### src/rtl/bit_stuff.sv
// -----------------------------------------------------------------------------
// bit_stuff -- bit stuffer between the packet encoder and the NRZI encoder.
//
// Accepts one packet bit per handshake and forwards it on a registered output
// stream. After every six consecutive 1s on the output, a single 0 is inserted.
// The run is counted on the output stream, so an inserted 0 restarts it. When
// the sixth 1 is the last bit of the packet, the stuff 0 is still sent before
// the packet is closed.
//
// Ports
//   clk         : single clock, rising edge
//   rst_L       : synchronous active-low reset
//   in_bit      : packet bit (already in LSB-first order)
//   in_valid    : in_bit/in_start/in_last are valid this cycle
//   in_start    : first bit of a packet (qualified by in_valid)
//   in_last     : final bit of a packet (qualified by in_valid, may equal start)
//   in_ready    : combinational; a bit is taken when in_valid & in_ready
//   outb        : registered stuffed bit stream (to nrzi inb)
//   out_valid   : registered; outb carries a packet bit
//   data_start  : registered pulse on the first output bit
//   data_end    : registered pulse in the cycle after the final output bit
//   underrun    : registered pulse when the input ran dry mid-packet
//   stuff_cnt   : (only with BIT_STUFF_CNT_EN) stuff bits in current/last packet
//
// Build option
//   BIT_STUFF_CNT_EN : when defined, adds the stuff_cnt[7:0] output. It is
//                      cleared on the data_start edge, counts each inserted
//                      stuff bit, saturates at 255 and holds after data_end.
// -----------------------------------------------------------------------------
module bit_stuff (
    input  logic       clk,
    input  logic       rst_L,
    input  logic       in_bit,
    input  logic       in_valid,
    input  logic       in_start,
    input  logic       in_last,
    output logic       in_ready,
    output logic       outb,
    output logic       out_valid,
    output logic       data_start,
    output logic       data_end,
    output logic       underrun
`ifdef BIT_STUFF_CNT_EN
    ,
    output logic [7:0] stuff_cnt
`endif
);

    typedef enum logic [1:0] {
        S_IDLE  = 2'd0,
        S_RUN   = 2'd1,
        S_STUFF = 2'd2,
        S_END   = 2'd3
    } state_t;

    state_t     state_reg, state_next;

    logic [2:0] ones_reg, ones_next;
    logic       last_pend_reg, last_pend_next;
    logic       outb_reg, outb_next;
    logic       out_valid_reg, out_valid_next;
    logic       data_start_reg, data_start_next;
    logic       data_end_reg, data_end_next;
    logic       underrun_reg, underrun_next;

    // An accepted 1 while five 1s are already on the wire makes the sixth.
    logic       stuff_due;
    assign stuff_due = in_bit && (ones_reg == 3'd5);

    assign in_ready   = (state_reg == S_IDLE) || (state_reg == S_RUN);
    assign outb       = outb_reg;
    assign out_valid  = out_valid_reg;
    assign data_start = data_start_reg;
    assign data_end   = data_end_reg;
    assign underrun   = underrun_reg;

    // ------------------------------------------------------------------
    // State register
    // ------------------------------------------------------------------
    always_ff @(posedge clk) begin
        if (!rst_L) begin
            state_reg <= S_IDLE;
        end else begin
            state_reg <= state_next;
        end
    end

    // ------------------------------------------------------------------
    // Next-state logic
    // ------------------------------------------------------------------
    always_comb begin
        state_next = state_reg;
        case (state_reg)
            S_IDLE: begin
                // A one-bit packet (start and last together) can never need
                // a stuff, so it goes straight to END.
                if (in_valid && in_start) begin
                    state_next = in_last ? S_END : S_RUN;
                end
            end
            S_RUN: begin
                if (in_valid) begin
                    if (stuff_due) begin
                        state_next = S_STUFF;
                    end else if (in_last) begin
                        state_next = S_END;
                    end else begin
                        state_next = S_RUN;
                    end
                end else begin
                    // Encoder stalled mid-packet: abort.
                    state_next = S_IDLE;
                end
            end
            S_STUFF: state_next = last_pend_reg ? S_END : S_RUN;
            S_END:   state_next = S_IDLE;
            default: state_next = S_IDLE;
        endcase
    end

    // ------------------------------------------------------------------
    // Output / datapath next values (registered below)
    // ------------------------------------------------------------------
    always_comb begin
        outb_next       = outb_reg;
        out_valid_next  = out_valid_reg;
        data_start_next = 1'b0;
        data_end_next   = 1'b0;
        underrun_next   = 1'b0;
        ones_next       = ones_reg;
        last_pend_next  = last_pend_reg;
        case (state_reg)
            S_IDLE: begin
                outb_next      = 1'b0;
                out_valid_next = 1'b0;
                // Bits without in_start are swallowed here.
                if (in_valid && in_start) begin
                    outb_next       = in_bit;
                    out_valid_next  = 1'b1;
                    data_start_next = 1'b1;
                    ones_next       = {2'b00, in_bit};
                    last_pend_next  = 1'b0;
                end
            end
            S_RUN: begin
                if (in_valid) begin
                    outb_next      = in_bit;
                    out_valid_next = 1'b1;
                    ones_next      = in_bit ? (ones_reg + 3'd1) : 3'd0;
                    // Remember the packet ended so STUFF closes it afterwards.
                    last_pend_next = stuff_due && in_last;
                end else begin
                    outb_next      = 1'b0;
                    out_valid_next = 1'b0;
                    data_end_next  = 1'b1;
                    underrun_next  = 1'b1;
                    ones_next      = 3'd0;
                    last_pend_next = 1'b0;
                end
            end
            S_STUFF: begin
                outb_next      = 1'b0;
                out_valid_next = 1'b1;
                ones_next      = 3'd0;
            end
            S_END: begin
                // The final bit has been on outb for one cycle; close out.
                outb_next      = 1'b0;
                out_valid_next = 1'b0;
                data_end_next  = 1'b1;
                ones_next      = 3'd0;
                last_pend_next = 1'b0;
            end
            default: begin
                outb_next      = 1'b0;
                out_valid_next = 1'b0;
                ones_next      = 3'd0;
                last_pend_next = 1'b0;
            end
        endcase
    end

    always_ff @(posedge clk) begin
        if (!rst_L) begin
            outb_reg       <= 1'b0;
            out_valid_reg  <= 1'b0;
            data_start_reg <= 1'b0;
            data_end_reg   <= 1'b0;
            underrun_reg   <= 1'b0;
            ones_reg       <= 3'd0;
            last_pend_reg  <= 1'b0;
        end else begin
            outb_reg       <= outb_next;
            out_valid_reg  <= out_valid_next;
            data_start_reg <= data_start_next;
            data_end_reg   <= data_end_next;
            underrun_reg   <= underrun_next;
            ones_reg       <= ones_next;
            last_pend_reg  <= last_pend_next;
        end
    end

`ifdef BIT_STUFF_CNT_EN
    // ------------------------------------------------------------------
    // Per-packet stuff bit counter
    // ------------------------------------------------------------------
    logic [7:0] stuff_cnt_reg, stuff_cnt_next;

    always_comb begin
        stuff_cnt_next = stuff_cnt_reg;
        if (state_reg == S_IDLE && in_valid && in_start) begin
            stuff_cnt_next = 8'd0;
        end else if (state_reg == S_STUFF && stuff_cnt_reg != 8'hFF) begin
            stuff_cnt_next = stuff_cnt_reg + 8'd1;
        end
    end

    always_ff @(posedge clk) begin
        if (!rst_L) begin
            stuff_cnt_reg <= 8'd0;
        end else begin
            stuff_cnt_reg <= stuff_cnt_next;
        end
    end

    assign stuff_cnt = stuff_cnt_reg;
`endif

endmodule

### config.mk
export PLATFORM = sky130hd
export DESIGN_NAME = bit_stuff
export DESIGN_NICKNAME = d
export VERILOG_FILES = /design/src/rtl/bit_stuff.sv
export SDC_FILE = /design/constraint.sdc
export NUM_CORES = 1
export LEC_CHECK = 0
export CELL_PAD_IN_SITES_DETAIL_PLACEMENT = 1
export CELL_PAD_IN_SITES_GLOBAL_PLACEMENT = 2
export CORE_AREA = 10 10 53 55
export DETAILED_ROUTE_END_ITERATION = 7
export DIE_AREA = 0 0 63 65
export GPL_TIMING_DRIVEN = 0
export PLACE_DENSITY_LB_ADDON = 0.1
export SLEW_MARGIN = 10
export SYNTH_ARGS = -nofsm -noshare
export SYNTH_HDL_FRONTEND = slang
export SYNTH_SLANG_ARGS = --single-unit
export TNS_END_PERCENT = 5
### constraint.sdc
create_clock -name clk -period 1.9 [get_ports clk]
set_clock_uncertainty 0.2 [all_clocks]
set_input_delay 0.285 -clock clk [delete_from_list [all_inputs] [get_ports clk]]
set_output_delay 0.285 -clock clk [all_outputs]
set_load 0.05 [all_outputs]
Yosys cells after proc, flatten, opt, wreduce, memory -nomap -nowiden
Cells that the tools add are included.
Widths: inputs -> output; s select.
{"block": "op_classes", "n_mux": 21, "n_eq_ne": 5, "n_addsub": 1, "n_reduce_logical": 10}
{"op": "$mux 2", "count": 5}
{"op": "$mux 3", "count": 3}
{"op": "$pmux 3 s3", "count": 1}
{"op": "$pmux 2 s4", "count": 1}
{"op": "$mux 1", "count": 7}
{"op": "$pmux 1 s3", "count": 2}
{"op": "$reduce_and 2->1", "count": 3}
{"op": "$eq 2x2->1 const B", "count": 2}
{"op": "$pmux 1 s4", "count": 1}
{"op": "$add 3x1->3 const B", "count": 1}
{"op": "$eq 3x3->1 const B", "count": 1}
{"op": "$logic_and 1x1->1", "count": 3}
{"op": "$reduce_bool 3->1", "count": 1}
{"op": "$eq 2x1->1 const B", "count": 1}
{"op": "$logic_not 2->1", "count": 1}
{"op": "$ne 2x1->1 const B", "count": 1}
{"op": "$pmux 1 s2", "count": 1}
{"op": "$reduce_or 2->1", "count": 1}
{"op": "$logic_or 1x1->1", "count": 1}
{"block": "totals", "regBits": 11, "wordCells": 45, "out_inout_bits": 6, "in_bits": 6}

Depth between registers and ports, before layout
Gate-level depths: netlist of run 1.
{"block": "depth", "word_depth": 5, "ltp_mapped": 5, "ltp_nobuf": 5}

Worst setup path after synthesis of run 1
No wires, ideal clock.
{"block": "synth_path", "path_type": "flip-flop to flip-flop", "from": "reg state_reg[1]", "to": "reg state_reg[1]", "stages_incl_launch_ff": 5, "period_less_slack_ps": 1440, "arrival_ps": 1149, "required_time_ps": 1609, "n_path_buf": 1, "setup_slack_ps": 460, "cell_sequence": "dfxtp_1 -> buf_6 -> inv_1 -> o211ai_1 -> a311oi_1"}
{"block": "synth_between", "elab_chain_cells": 2, "word_cells_on_any_way": 6}
{"element": "start: declaration", "line_no": "56", "rtl": "state_t state_reg, state_next;"}
{"element": "start signal: assignment", "line_no": "84", "rtl": "state_reg <= state_next;"}
{"element": "$eq 2x2->1, or another cell as far along", "line_no": "93", "rtl": "case (state_reg)"}
{"element": "$pmux 2 s4 / $ne 2x1->1 (equally long branches)"}
Parallel ways exist; a longest one is shown, timed or not.
A chain may end at the register's enable or synchronous reset.

Worst setup path after layout of run 1
{"block": "layout_path", "from": "reg state_reg[1]", "to": "out in_ready"}
{"block": "layout_between", "elab_chain_cells": 2, "word_cells_on_any_way": 3}
{"element": "$eq 2x1->1 / $logic_not 2->1 (equally long branches)", "line_no": "70", "rtl": "assign in_ready = (state_reg == S_IDLE) || (state_reg == S_RUN);"}
{"element": "$logic_or 1x1->1 *", "line_no": "70"}
{"element": "end: declaration", "line_no": "37", "rtl": "output logic in_ready,"}
Every way passes the cells marked *; elsewhere a longest branch is shown, timed or not.

==> metrics.txt, run 1 <==
status=finished, final reports clean; share of cells above drive strength 1=0.1571; Design Power=approximately 500 uW; Setup-failing EPs final=0; RSZ-0062 raised after global routing=no; Core ar.=~1900 um2; die area=4095 um2; Tmin final=1.820 ns; top cells by count, synth=11 x dfxtp_1, 5 x nand2_1, 4 x inv_1, 3 x a21oi_1, 3 x nor3_1; post-DP HPWL=1.023 mm; Die W=roughly 63 um; maxcap violations=0; Largest register FFs=3; Critical Path RT=1.41 ns; Fin. Hold Viols=0; clock-pin slew on the worst setup and hold paths=0.07 ns; CTS tree=built; predominant post-synthesis flop cell=dfxtp_1; top-count cell post-synth=dfxtp_1; Post-CTS Hold Buffers=0; Max Clk Rate=549.4 MHz; DR vias/cell=4.680; CTS root buf=clkbuf_4; P&R area growth vs syn=32.54%; pwr/cell area=709.7 nW/um2; n_diodes=0; global-route wire length before repair=2.290 mm; asr flop ratio synth=0; initial antenna violation count=0; Rel. slew slack=0.6579; WP depth=3; design area=around 700 um2; final WL=1.388 mm; drt wl/cell=14.31 um; CTS H-tree lvls=1; vias in the first global route=463; pin count of the biggest net entering global routing=11; Setup WS pre-CTS=0.08680 ns; slowest CP cell=dlygate4sd2_1; ANT nets after route=0; Yosys cell types=27; leading area contributor after synthesis=dfxtp_1; max incr delay on CP=0.54 ns; hold path cells=2; Final TNS setup=0 ns; CTS resizes=1; TritonCTS Buffers=3; Critical Path Fanout Max=8; Global Route Usage Sum=0.07183; synthesized area=526.8 um2; Syn Nets=64; Max VDD drop=440.7 uV; Site Rows=16; detailed-route DRC error count=0; final setup margin=0.07968 ns; EDFF count, synth=0; port buffer count=10; top-level I/O count=12; Seq/Total Area, Yosys=0.4181; nets=79; startpoint type of the worst setup path=flop; crit share post-route=0.9581; area post-placement=660.6 um2; post-synth top area share=0.4181; Vias=454; R2R cell count=4; remaining global-route overflow=0; crit path cell chain=buf_6, inv_1, dlygate4sd2_1; Yosys reg bits=11; clk buf depth=2; Leak=around 0.34 nW; Worst Max-Slew Pin Slew=0.5123 ns; Hold Path Class=primary input to flop; Worst path top cell family by delay=buffers and inverters; Max Slew Vio Count=0; RePlAce Congestion=0.6565; Post-Syn Instances=56; critical path arrival=roughly 1.3 ns; YS warnings=0; Starting Density=0.2829; clock sink total=11; post-CTS setup buffer count=0; worst path bufs/invs=3; syn avg cell area=about 9.4 um2; endpoint class of the critical path=output pin; Pre-Repair DR Iteration Count=3; Clock Latency Late Sink=0.27 ns; synth top area cells=dfxtp_1 42%, ha_1 4.8%, nand2_1 3.6%, a311oi_1 3.3%, nand4b_1 3.3%; initial DRC count=4; CP Class=flop to output pin; DIE HEIGHT=65 um
==> layout make-up <==
type / instances / area [um2]
Fill cell: 240 / 1164
Multi-Input combinational cell: 38 / 265.3
Sequential cell: 11 / 220.2
Timing Repair Buffer: 10 / 111.4
Tap cell: 27 / 33.78
Clock buffer: 4 / 26.28
Buffer: 3 / 26.28
Inverter: 4 / 15.01
==> report_power, final <==
group | leakage [nW] | total [mW] | internal [mW] | switching, mW
combinational | 0.234 | 0.0926 | 0.0365 | 0.0561
clock | 0.0150 | 0.160 | 0.0813 | 0.0791
sequential | 0.0895 | 0.242 | 0.239 | 0.00365
total | 0.338 | 0.495 | 0.357 | 0.139
==> metrics by stage <==
| step | utilization | instances | hold slack, ns |
|---|---|---|---|
| detailed placement | 0.3548 | 93 | 0.2752 |
| CTS | 0.3683 | 97 | 0.05759 |
| global route | 0.3750 | 97 | 0.05253 |
| floorplan | - | 56 | 0.2033 |
| finish | 0.3750 | 97 | 0.06616 |
| global placement | 0.3548 | 93 | 0.2612 |
==> logic make-up (layout without fill, tap and decap cells) <==
group / after synthesis / in the layout / share of synthesized area
adders and majority gates: 2 / 2 / 0.04750
buffers and inverters: 7 / 21 / 0.07837
and+or+nand+nor: 23 / 23 / 0.2755
DFF: 11 / 11 / 0.4180
AOI/OAI and AO/OA: 13 / 13 / 0.1805
==> path summary, 6_finish.rpt <==
path	start	to	slack, ns
max	state_reg[1]	in_ready	0.08
min	in_valid	underrun	0.07
max reg2reg	ones_reg[0]	state_reg[1]	0.57
min reg2reg	ones_reg[1]	ones_reg[1]	0.27
==> layout by cell type, fill, tap and decap left out <==
| cell | n |
|---|---|
| a211oi_1 | 1 |
| a211oi_2 | 1 |
| a21boi_0 | 1 |
| a21o_1 | 1 |
| a21oi_1 | 3 |
| a311oi_1 | 2 |
| and2_1 | 1 |
| and3_2 | 1 |
| and4_4 | 1 |
| buf_4 | 2 |
| buf_6 | 1 |
| clkbuf_1 | 1 |
| clkbuf_4 | 3 |
| clkdlybuf4s50_1 | 4 |
| dfxtp_1 | 11 |
| dlygate4sd2_1 | 1 |
| dlymetal6s2s_1 | 5 |
| ha_1 | 2 |
| inv_1 | 4 |
| nand2_1 | 5 |
| nand2b_1 | 2 |
| nand3_1 | 2 |
| nand4b_1 | 2 |
| nor2_1 | 2 |
| nor2b_1 | 2 |
| nor2b_4 | 1 |
| nor3_1 | 3 |
| nor3b_2 | 1 |
| o2111ai_1 | 1 |
| o211ai_1 | 1 |
| o21ai_0 | 1 |
| o22ai_1 | 1 |
==> routing by layer <==
layer,routed length [um],part of all wire,vias to the layer above,global-route usage
met2,630,0.45,10,0.1053
li1,-,-,228,-
met4,17,0.012,0,0.04190
met5,0,0,-,0
met3,117,0.084,2,0.04639
met1,623,0.45,214,0.07655
Note: power is estimated with default switching activity, not from simulation.
==> run 2, diff against run 1 <==
--- a/config.mk
+++ b/config.mk
@@ -11,6 +11,7 @@
 export DETAILED_ROUTE_END_ITERATION = 7
 export DIE_AREA = 0 0 63 65
 export GPL_TIMING_DRIVEN = 0
+export MAX_ROUTING_LAYER = met4
 export PLACE_DENSITY_LB_ADDON = 0.1
 export SLEW_MARGIN = 10
 export SYNTH_ARGS = -nofsm -noshare
==> metrics.txt, run 2 (synthesis gave the netlist of run 1 again) <==
placed insts=93 (unchanged); clk buf depth=2 (unchanged); final WL=1.380 mm (-0.58%); pwr/cell area=709.6 nW/um2 (about the same); most common cell after layout, fill and taps aside=dfxtp_1; initial antenna violation count=0 (unchanged); RePlAce Congestion=0.6625 (+0.91%); Die W=63 um (unchanged); remaining global-route overflow=0 (unchanged); Max Slew Vio Count=0 (unchanged); Max Clk Rate=549.4 MHz (about the same); Max VDD drop=440.8 uV (about the same); RSZ-0062 raised after global routing=no; die area=4095 um2 (unchanged); pin count of the biggest net entering global routing=11 (unchanged); Tmin final=1.820 ns (-0.0001618 ns); Largest register FFs=3 (unchanged); CTS root buf=clkbuf_4; detailed-route DRC error count=0 (unchanged); vias in the first global route=463 (unchanged); Vias=454 (unchanged); Setup-failing EPs final=0 (unchanged); reg2reg end=state_reg[1]; R2R cell count=4 (unchanged); port buffer count=10 (unchanged); n_diodes=0 (unchanged); top-level I/O count=12 (unchanged); Final Util=0.3750 (unchanged); Switching Fraction=0.2802 (about the same); DIE HEIGHT=65 um (unchanged); clock-pin slew on the worst setup and hold paths=0.07 ns (about the same); CTS H-tree lvls=1 (unchanged); hold path cells=2 (unchanged); CP Class=flop to output pin; Starting Density=0.2829 (unchanged); global-route wire length before repair=2.283 mm (-0.31%); Site Rows=16 (unchanged); Clock Latency Late Sink=0.27 ns (about the same); startpoint type of the worst setup path=flop; Rel. slew slack=0.6579 (unchanged); Post-CTS Hold Buffers=0 (unchanged); initial DRC count=7 (+3); most frequent cells in the layout=11 x dfxtp_1, 5 x nand2_1, 5 x dlymetal6s2s_1, 4 x inv_1, 4 x clkdlybuf4s50_1; post-DP HPWL=1.023 mm (unchanged); ANT nets after route=0 (unchanged); Critical Path RT=1.41 ns (about the same); critical path arrival=1.34 ns (about the same); Critical Path Fanout Max=8 (unchanged); Final TNS setup=0 ns (unchanged); P&R area growth vs syn=32.54% (unchanged); FILL cells=240 (unchanged); min-delay src=in_valid; fin cells=97 (unchanged); nets=79 (unchanged); status=finished, final reports clean; Pre-Repair DR Iteration Count=3 (unchanged); Worst Hold Slack=0.06618 ns (+0.00002720 ns); Leak=0.3385 nW (unchanged); clock sink total=11 (unchanged); endpoint class of the critical path=output pin; post-CTS setup buffer count=0 (unchanged); Sw Pwr=138.8 uW (about the same); Endpoint, Worst Hold=underrun; Global Route Usage Sum=0.07391 (+0.002082); area post-placement=660.6 um2 (unchanged); CTS tree=built; Internal Power=356.6 uW (about the same); share of cells above drive strength 1=0.1571 (unchanged); drt wl/cell=14.23 um (-0.58%); design area=698.2 um2 (unchanged); Seq pwr share=0.489 (about the same); combinational share of power=0.187 (about the same); TritonCTS Buffers=3 (unchanged); DR vias/cell=4.680 (unchanged); FF-to-FF setup slack=0.57 ns (about the same); maxcap violations=0 (unchanged); Reg2Reg Launch Point=ones_reg[0]; Hold Path Class=primary input to flop; clock share of power=0.324 (about the same); crit share post-route=0.9580 (about the same); Worst Max-Slew Pin Slew=0.5123 ns (unchanged); Core ar.=1862 um2 (unchanged); Fin. Hold Viols=0 (unchanged)
[run 2: cell counts in the layout (fill, tap and decap cells not counted)]
Identical to the previous run, type by type.
[run 2: per-layer routing]
layer	global-route usage	up-vias	routed length, um
met5	-	-	0
met4	0.04190	0	14
met3	0.04639	2	113
met2	0.1053	10	631
met1	0.07655	214	621
li1	-	228	-
[run 2: area by class of cell]
cell class,count,area [um2],area share
multi-input combinational,38,265.3,0.3799
sequential,11,220.2,0.3154
timing repair buffer,10,111.4,0.1595
tap,27,33.78,0.04839
clock buffer,4,26.28,0.03763
buffer,3,26.28,0.03763
inverter,4,15.01,0.02151
[run 2: power groups by stage]
stage	Combinational, mW	Clock (mW)	Sequential [mW]
after detailed placement	0.0944	0	0.248
after CTS	0.0940	0.170	0.243
final	0.0926	0.160	0.242
after floorplan	0.0436	0	0.263
after global routing	0.100	0.186	0.244
after global placement	0.0943	0	0.248
[run 2: metrics by stage]
stage / setup slack, ns / power, mW
floorplan: 0.4602 / 0.3066
global placement: 0.09050 / 0.3422
detailed placement: 0.08680 / 0.3426
CTS: 0.01651 / 0.5067
global route: 0.005622 / 0.5303
finish: 0.07984 / 0.4954
[run 2: repair_timing]
action	in CTS	in global routing
endpoints found under the setup margin	1	5
resized for setup	1	5
hold endpoints to repair	0	0
[run 2: worst max-delay path: stages (launching register included)]
cell	delay, ns
dfxtp_1	0.31
buf_6	0.13
inv_1	0.09
dlygate4sd2_1	0.54
[run 2: how the worst max path moves through the flow]
stage / start / to / slack, ns / cells after the start
floorplan: state_reg[1] / state_reg[1] / 0.46 / 4
global placement: state_reg[1] / in_ready / 0.09 / 3
detailed placement: state_reg[1] / in_ready / 0.09 / 3
CTS: data_start / data_start / 0.02 / 1
global route: state_reg[1] / in_ready / 0.006 / 3
finish: state_reg[1] / in_ready / 0.08 / 3
==> patch 1 (config.mk and constraints of run 1) <==
The option `BIT_STUFF_CNT_EN` is turned on by a define.
--- a/src/rtl/bit_stuff.sv
+++ b/src/rtl/bit_stuff.sv
@@ -28,4 +28,6 @@
 //                      stuff bit, saturates at 255 and holds after data_end.
 // -----------------------------------------------------------------------------
+`define BIT_STUFF_CNT_EN
+
 module bit_stuff (
     input  logic       clk,
Behaviour (old outputs only; new: stuff_cnt): unchanged (Yosys induction, for registers that start in step).
==> patch 1 against run 1 <==
  * The flow now stops in global placement (3_3_place_gp)
  * Synthesized area grew 90%
==> patch 1: results (changes against run 1) <==
outcome=stopped before the end; Last stage=global placement (3_3_place_gp); First Err=[ERROR FLW-0024] Place density exceeds 1.0 (current PLACE_DENSITY_LB_ADDON =  0.1). Please check if the value of  PLACE_DENSITY_LB_ADDON is between 0 and 0.99.; Synth top cells by count=dfxtp_1 (19), inv_1 (7), nand3_1 (6); Distinct cells, synth=43 (+59%); average size of a mapped cell=9.81 um^2 (+4.3%); Yosys warning count=0 (unchanged); asr flop ratio synth=0% (unchanged); register area share after synthesis=38.0% (-3.8 points); Top FF cell, synth=dfxtp_1; Syn Nets=111 (+73%); top post-synthesis cells by area=dfxtp_1 (38%), ha_1 (3.8%), nand3_1 (3.0%), inv_1 (2.6%), a211oi_2 (2.5%); Post-Syn Instances=102 (+82%); input/output buffers=17 (+7); Yosys reg bits=19 (+8)
-- patch 1: cell families after synthesis --
| kind of cell | synth area share (%) |
|---|---|
| mux | 2.00 |
| simple gates | 29.4 |
| fa+ha+maj | 3.75 |
| flops | 38.0 |
| buf+inv | 5.62 |
| compound gates | 21.2 |
==> patch 2 (flow settings as in run 1) <==
Made on the original files. Register the output `underrun` once more, with the module's reset; this adds one clock of latency there. The other outputs are not delayed to match. Comments in the files are not updated.
--- a/src/rtl/bit_stuff.sv
+++ b/src/rtl/bit_stuff.sv
@@ -73,5 +73,11 @@
     assign data_start = data_start_reg;
     assign data_end   = data_end_reg;
-    assign underrun   = underrun_reg;
+    always_ff @(posedge clk) begin
+        if (!rst_L) begin
+            underrun <= '0;
+        end else begin
+            underrun <= underrun_reg;
+        end
+    end
 
     // ------------------------------------------------------------------
Behaviour: not the same (a bounded check fails within 4 cycles, from zero or initial values and one cycle with rst_L low).
==> patch 2 against run 1 <==
  * Routed wire length down 1.7%
  * Power is 11% higher
  * Sequential cell count up 1
  * Cell area up 3.6%
  * Synthesized area grew 4.8%
  * Die area is the same
  * Combinational power fell by 9.2%
  * Setup slack better by 0.013 ns
  * Critical endpoint unchanged
  * Largest power group unchanged
==> patch 2: results (changes against run 1) <==
average size of a mapped cell=9.51 um^2 (+1.1%); dpl cells=94 (+1.1%); crit-path max cell delay=0.54 ns (about the same); number of flip-flops in the largest register=3 (unchanged); dpl ws=0.114 ns (+0.0268 ns); Final Net Count=80 (+1.3%); Post-Route WL=1360 um (-1.7%); r2r startpoint=ones_reg[0]; clock tree buffer depth=2 (unchanged); mux cell area share after synthesis=0% (unchanged); Area growth, synth to finish=31.1%; vias in the first global route=510 (+10%); Syn Nets=66 (+3.1%); register area share after synthesis=43.5% (+1.7 points); Worst VDD drop=0.000501 V (+14%); clk slew on worst S/H paths=0.07 ns (about the same); Top FF cell, synth=dfxtp_1; Tot GR Track Use=7.46% (+0.28 points); hpwl dp=1020 um (-0.73%); DRT iter0 DRCs=5 (+1); Psw=0.140 mW (+0.90%); CTS Root Cell=clkbuf_4; placed inst area=676 um^2 (+2.3%); hold_ws=0.0310 ns (-0.0352 ns); fillcell total=222 (-7.5%); final weighted congestion in routability-driven placement=0.736 (+12%); Post-Synth Adder-Cell Area=4.54% (-0.22 points); outcome=completed; layout cells sized above 1=16.9% (+1.2 points); Synth Area in Compound Gates=13.4% (-4.7 points); worst relative slew slack=66.1% (+0.35 points); # diodes=0 (unchanged); first-pass GRT wire length=2420 um (+5.5%); H-tree depth=1 (unchanged); routed len/inst=13.9 um (-2.7%); via count=485 (+6.8%); input/output buffers=9 (-1); P_leak=0.359 nW (+6.1%); Synth top cells by count=dfxtp_1 (12), inv_1 (4), and3_1 (3), nand2_1 (3), nor2_1 (3); top post-synthesis cells by area=dfxtp_1 (44%), ha_1 (4.5%), buf_6 (4.1%), and3_1 (3.4%), nand4b_1 (3.2%); Post-CTS Setup Bufs=0 (unchanged); Clk Latency, worst-skew pair=0.27 ns (about the same); Distinct cells, synth=28 (+3.7%); crit path DAT=1.32 ns (-0.02 ns)
## patch 2: cell families after synthesis
kind of cell             Yosys count
AO/OA/AOI/OAI                      9
adder cells (fa/ha/maj)            2
buffers and inverters              8
AND/OR/NAND/NOR                   27
flip-flops                        12
## patch 2: layout make-up
| class | count | area share (%) |
|---|---|---|
| tap | 27 | 4.67 |
| clock buffer | 4 | 5.02 |
| buffer | 3 | 3.81 |
| sequential | 12 | 33.2 |
| multi-input combinational | 38 | 36.7 |
| inverter | 5 | 2.60 |
| timing repair buffer | 9 | 14.0 |
## patch 2: routing by layer
metal | global-route usage (%) | up-vias | routed length, um
met4 | 3.35 | 0 | 16
li1 | - | 236 | -
met5 | 0 | - | 0
met2 | 12.2 | 9 | 646
met3 | 4.64 | 2 | 87
met1 | 7.45 | 238 | 613
## patch 2: worst max-delay path: cells and delay by family (launching register included)
family / cells / cell delay, ns
buffers and inverters: 2 / 0.67
DFF: 1 / 0.39
## patch 2: power by group through the flow
stage,Clock (mW),Combinational [mW],Sequential (mW)
finish,0.199,0.0841,0.265
global route,0.222,0.0916,0.267
CTS,0.209,0.0855,0.265
detailed placement,0,0.0853,0.271
global placement,0,0.0855,0.271
floorplan,0,0.0423,0.284
## patch 2: repair_timing
action                     4_1_cts  5_1_grt
gates cloned                     0        0
hold endpoints to repair         0        0
hold buffers                     0        0
gates resized for setup          1        5
setup endpoints to repair        1        5
## patch 2: path summary, 6_finish.rpt
kind / to / slack [ns] / depth (start not counted)
max: in_ready / 0.09 / 2
min: underrun_reg / 0.03 / 2
max reg2reg: state_reg[1] / 0.56 / 4
min reg2reg: underrun / 0.24 / 1
